**src/rtl/veri5_eth_arb_pkg.sv**
```systemverilog
// rtl/veri5_eth_arb_pkg.sv - shared types and constants for the veri5 eth packet arbiters
package veri5_eth_arb_pkg;

    typedef enum logic {
        ARB_IDLE = 1'b0,
        ARB_BUSY = 1'b1
    } arb_state_t;

    localparam int BYTE_W  = 8;
    localparam int COUNT_W = 16;

endpackage

```
**src/rtl/veri5_eth_rr_picker.sv**
```systemverilog
// rtl/veri5_eth_rr_picker.sv - combinational round-robin picker starting after last_id
module veri5_eth_rr_picker #(
    parameter int NUM_PORTS = 4,
    parameter int ID_W      = $clog2(NUM_PORTS)
) (
    input  logic [NUM_PORTS-1:0] req,
    input  logic [ID_W-1:0]      last_id,
    output logic                 pick_vld,
    output logic [ID_W-1:0]      pick_id
);

    // Scan from farthest to nearest so the nearest requester after last_id wins
    always_comb begin
        pick_vld = 1'b0;
        pick_id  = '0;
        for (int i = NUM_PORTS; i >= 1; i--) begin
            logic [ID_W-1:0] cand;
            cand = ID_W'((int'(last_id) + i) % NUM_PORTS);
            if (req[cand]) begin
                pick_vld = 1'b1;
                pick_id  = cand;
            end
        end
    end

endmodule

```
**src/rtl/veri5_eth_pkt_arb.sv**
```systemverilog
// rtl/veri5_eth_pkt_arb.sv - packet-granular round-robin merge of eth byte streams (option: VERI5_ETH_PKT_ARB_STATS_EN)
module veri5_eth_pkt_arb
    import veri5_eth_arb_pkg::*;
#(
    parameter int NUM_PORTS = 4,
    parameter int ID_W      = $clog2(NUM_PORTS)
) (
    input  logic                        clk,
    input  logic                        rst,
    input  logic [NUM_PORTS*BYTE_W-1:0] in_data,
    input  logic [NUM_PORTS-1:0]        in_sop,
    input  logic [NUM_PORTS-1:0]        in_eop,
    input  logic [NUM_PORTS-1:0]        in_srdy,
    output logic [NUM_PORTS-1:0]        in_drdy,
    output logic [BYTE_W-1:0]           out_data,
    output logic                        out_sop,
    output logic                        out_eop,
    output logic                        out_srdy,
    input  logic                        out_drdy,
    output logic                        grant_vld,
    output logic [ID_W-1:0]             grant_id,
    output logic                        err_sop
`ifdef VERI5_ETH_PKT_ARB_STATS_EN
    ,
    output logic [NUM_PORTS*COUNT_W-1:0] pkt_cnt
`endif
);

    arb_state_t      state;
    arb_state_t      next_state;
    logic [ID_W-1:0] last_id;
    logic            first_beat;
    logic            pick_vld;
    logic [ID_W-1:0] pick_id;
    logic            xfer;

    veri5_eth_rr_picker #(
        .NUM_PORTS(NUM_PORTS),
        .ID_W     (ID_W)
    ) u_picker (
        .req     (in_srdy & in_sop),
        .last_id (last_id),
        .pick_vld(pick_vld),
        .pick_id (pick_id)
    );

    assign grant_vld = (state == ARB_BUSY);
    assign xfer      = out_srdy && out_drdy;

    // Next state plus the passthrough mux; everything is quiet while idle
    always_comb begin
        next_state = state;
        in_drdy    = '0;
        out_data   = '0;
        out_sop    = 1'b0;
        out_eop    = 1'b0;
        out_srdy   = 1'b0;
        case (state)
            ARB_IDLE: begin
                if (pick_vld) begin
                    next_state = ARB_BUSY;
                end
            end
            ARB_BUSY: begin
                for (int i = 0; i < NUM_PORTS; i++) begin
                    if (grant_id == ID_W'(i)) begin
                        out_data   = in_data[i*BYTE_W +: BYTE_W];
                        out_sop    = in_sop[i];
                        out_eop    = in_eop[i];
                        out_srdy   = in_srdy[i];
                        in_drdy[i] = out_drdy;
                    end
                end
                if (out_srdy && out_drdy && out_eop) begin
                    next_state = ARB_IDLE;
                end
            end
            default: next_state = ARB_IDLE;
        endcase
    end

    // Grant bookkeeping: latch the pick, flag stray sops, remember the last winner on eop
    always_ff @(posedge clk) begin
        if (rst) begin
            state      <= ARB_IDLE;
            grant_id   <= '0;
            last_id    <= ID_W'(NUM_PORTS - 1);
            first_beat <= 1'b0;
            err_sop    <= 1'b0;
        end else begin
            state <= next_state;
            if (state == ARB_IDLE && pick_vld) begin
                grant_id   <= pick_id;
                first_beat <= 1'b1;
            end
            if (state == ARB_BUSY && xfer) begin
                first_beat <= 1'b0;
                if (out_sop && !first_beat) begin
                    err_sop <= 1'b1;
                end
                if (out_eop) begin
                    last_id <= grant_id;
                end
            end
        end
    end

`ifdef VERI5_ETH_PKT_ARB_STATS_EN
    logic [COUNT_W-1:0] cnt_q [NUM_PORTS];

    // Count completed packets per port; counters wrap naturally
    always_ff @(posedge clk) begin
        if (rst) begin
            for (int i = 0; i < NUM_PORTS; i++) begin
                cnt_q[i] <= '0;
            end
        end else if (state == ARB_BUSY && xfer && out_eop) begin
            for (int i = 0; i < NUM_PORTS; i++) begin
                if (grant_id == ID_W'(i)) begin
                    cnt_q[i] <= cnt_q[i] + 1'b1;
                end
            end
        end
    end

    for (genvar g = 0; g < NUM_PORTS; g++) begin : g_cnt
        assign pkt_cnt[g*COUNT_W +: COUNT_W] = cnt_q[g];
    end
`endif

endmodule

```
**config.mk**
```make
export PLATFORM = sky130hd
export DESIGN_NAME = veri5_eth_pkt_arb
export DESIGN_NICKNAME = d
export VERILOG_FILES = /design/src/rtl/veri5_eth_arb_pkg.sv /design/src/rtl/veri5_eth_rr_picker.sv /design/src/rtl/veri5_eth_pkt_arb.sv
export SDC_FILE = /design/constraint.sdc
export NUM_CORES = 1
export LEC_CHECK = 0
export ABC_AREA = 1
export BUFFER_PORTS_ARGS = -buffer_cell sky130_fd_sc_hd__buf_2
export CAP_MARGIN = 25
export CORE_AREA = 2 2 52 54
export DETAILED_ROUTE_END_ITERATION = 10
export DIE_AREA = 0 0 54 56
export PLACE_DENSITY_LB_ADDON = 0.12
export REMOVE_ABC_BUFFERS = 1
export SETUP_SLACK_MARGIN = 0.1
export SYNTH_ARGS = -nofsm -noshare
export SYNTH_HDL_FRONTEND = slang
export SYNTH_HIERARCHICAL = 1
export SYNTH_SLANG_ARGS = --single-unit
```
**constraint.sdc**
```tcl
create_clock -name clk -period 1.93 [get_ports clk]
set_input_delay 0.0965 -clock clk [delete_from_list [all_inputs] [get_ports clk]]
set_output_delay 0.0965 -clock clk [all_outputs]
set_load 0.02 [all_outputs]
```
==> summary.md <==
| Metric | Value |
|---|---|
| Outcome | `complete, no violations` |
| Final setup margin | `roughly 0.29 ns` |
| P per Cell Area | `approximately 620 nW/um2` |
| Seq/Total Area, Yosys | `between 10 and 15%` |
| Final Cycle Share | `84.7%` |
| Post-synth top flop | `dfxtp_1` |
| TritonCTS clock tree | `yes` |
| DR pass1 iterations | `4` |
| Final setup viols | `0` |
| CP arrival | `between 1.5 and 2 ns` |
| Slowest CP cell | `dfxtp_2` |
| DP Wirelength | `2350 um` |
| Avg Inst Size Synth | `around 5.3 um2` |
| Setup CP Type | `flip-flop to output pin` |
| Total core area | `around 2400 um2` |
| Worst-Skew Late Latency | `between 0.2 and 0.3 ns` |
| Clock Sinks | `7` |
| # diodes | `0` |
| First-pass GRT wire length | `between 4000 and 5000 um` |
| Layout Skew | `just under 0.002 ns` |
| Synth area leaders | `nand2_1 22%, dfxtp_1 15%, inv_1 7.4%` |
| Pin count of the biggest net entering global routing | `14` |
| Share of layout cells above drive strength 1 | `between 30% and 40%` |
| Post-route minimum period | `around 1.6 ns` |
| Routed length per placed instance | `approximately 10 um` |
| Fin Setup TNS | `0 ns` |
| Area delta synth->final | `39.6%` |
| IO Count | `66` |
| Vias in the first global route | `roughly 1.1k` |
| Max Fclk | `slightly above 600 MHz` |
| Crit Path Max Fanout | `11` |
| Most common cell in the netlist | `nand2_1` |
| Nets@finish | `between 200 and 300` |
| Drt via density | `around 4.6` |
| RSZ-0062 raised after global routing | `no` |
| Die H | `56 um` |
| Synthesized flop and latch total | `7` |
| Worst setup SP type | `flip-flop` |
| Post-route antenna net violation count | `0` |
| Aggregate global routing overflow | `0` |
| DR DRC count | `0` |
| Top delay family on crit path | `simple AND/OR/NAND/NOR gates` |
| Initial antenna violation count | `0` |
| Post-synth EDFFs | `0` |
| Worst slew pin tran | `about 0.43 ns` |
| H-Tree Depth | `1` |
| Num CTS Buffers | `3` |
| Cells along the critical path | `inv_2 > nand2_1 > or2_1 > nand2_2 > a21oi_1 > buf_2` |
| IO buf count | `between 60 and 70` |
| Root Buffer | `clkbuf_4` |
| Crit end category | `output pin` |
| WP data required | `about 1.8 ns` |
| Total buffers and inverters traversed by the critical path | `2` |
| CTS max path bufs | `2` |
| Initial Utilization | `39.5%` |
| RD Place Congestion | `0.788` |
| Maximum VDD drop | `approximately 0.00054 V` |
| Final Max Slew Viols | `0` |
| Via Count | `about 1.3k` |
| Row cnt | `18` |
| Slew HR | `around 70%` |
| Synth top cells by count | `57 x nand2_1, 19 x inv_1, 18 x nor2_1, 13 x nand3_1, 11 x nand2_2` |
| Max cap viols | `0` |
| Total GRT Usage | `between 20% and 30%` |
| DRT Wirelength | `~2900 um` |
| Worst min-delay path class | `input port to flip-flop` |
| Yosys warns | `6` |
| Worst Hold Slack | `approximately 0.27 ns` |
| Final Hold Violating Endpoints | `0` |
| Dpl ws | `0.302 ns` |
| Core Util, Final | `between 50% and 60%` |
| Count of cell types in the netlist | `29` |
| Largest area contributor in the netlist | `nand2_1` |
| Async S/R FF share, synth | `0%` |
| Synth top area share | `approximately 22%` |
| Slowest Stage Delay on Critical Path | `between 0.3 and 0.4 ns` |
| Syn Inst Count | `180` |
| Initial DRC count | `10` |
| Synth Cell Area | `between 900 and 1000 um2` |
| Total die area | `about 3000 um2` |
| Die extent in x | `about 54 um` |
| Clock slew at reported path FFs | `about 0.05 ns` |
| Leakage | `between 0.0008 and 0.0009 uW` |
==> report_power, final <==
part           switching [uW]  internal (uW)  leakage, uW  total (uW)
combinational             310            192     0.000740         502
sequential               32.8            163    0.0000584         196
clock                    57.3           79.1    0.0000150         136
==> state kept, by name, indices dropped and copies added, names as in the netlist <==
| signal | flops |
|---|---|
| err_sop | 1 |
| first_beat | 1 |
| grant_id | 2 |
| grant_vld | 1 |
| last_id | 2 |
==> worst paths after layout <==
kind / start / to / slack [ns] / depth (start not counted)
setup / recovery: grant_id[0] / out_srdy / 0.29 / 6
hold / removal: in_eop[3] / last_id[1] / 0.27 / 5
setup reg to reg: last_id[0] / grant_id[1] / 0.37 / 7
hold reg to reg: first_beat / first_beat / 0.45 / 2
==> layout make-up <==
cell class                 instances  area, um2
tap                               30       37.5
clock buffer                       4       26.3
timing repair buffer              69        358
inverter                          26        103
sequential                         7        143
fill                             281       1090
multi-input combinational        141        673
==> kinds of logic (layout without fill, tap and decap cells) <==
group                  count (synthesis)  in the layout  share of synthesized area (%)
flip-flops                             7              7                           14.6
AND/OR/NAND/NOR                      108            108                           49.8
AO/OA/AOI/OAI                         33             33                           20.3
buffers and inverters                 32             99                           15.3
==> worst register-to-register path, delay by kind of cell (launching register included) <==
family,cells,cell delay [ns]
and+or+nand+nor,5,0.67
AOI/OAI and AO/OA,2,0.23
DFF,1,0.58
==> placed cells by master, fill, tap and decap left out, types with 2 or more instances in the layout <==
| cell type | netlist | routed |
|---|---|---|
| nor2_1 | 18 | 18 |
| o21ai_1 | 4 | 4 |
| buf_2 | 2 | 65 |
| dfxtp_2 | 0 | 2 |
| inv_1 | 19 | 19 |
| o221ai_1 | 2 | 2 |
| nand2_2 | 11 | 11 |
| nand4_1 | 2 | 2 |
| or2_1 | 2 | 2 |
| inv_2 | 5 | 5 |
| a21oi_1 | 8 | 8 |
| nand3_1 | 13 | 13 |
| dfxtp_1 | 7 | 5 |
| o211ai_1 | 5 | 5 |
| o21ai_0 | 10 | 10 |
| nand2_1 | 57 | 57 |
| clkbuf_4 | 0 | 3 |
| buf_4 | 1 | 3 |
==> layer usage <==
metal	track usage, %	up-vias	routed length [um]
met5	0	-	0
li1	-	706	-
met4	4.29	0	24
met2	30.8	37	1240
met3	4.84	5	187
met1	28.7	537	1400
==> stage by stage <==
stage	cell area (um2)	std cells	power [uW]
floorplan	916	174	530
global placement	1300	272	699
detailed placement	1300	272	698
CTS	1330	276	837
global route	1340	277	918
finish	1340	277	835
==> what timing repair did <==
| item | CTS | global route |
|---|---|---|
| gates resized for setup | 0 | 2 |
| hold buffers | 0 | 1 |
| endpoints found under the setup margin | 0 | 7 |
| setup buffers | 0 | 0 |
| hold endpoints to repair | 0 | 1 |
Note: power is estimated with default switching activity, not from simulation.
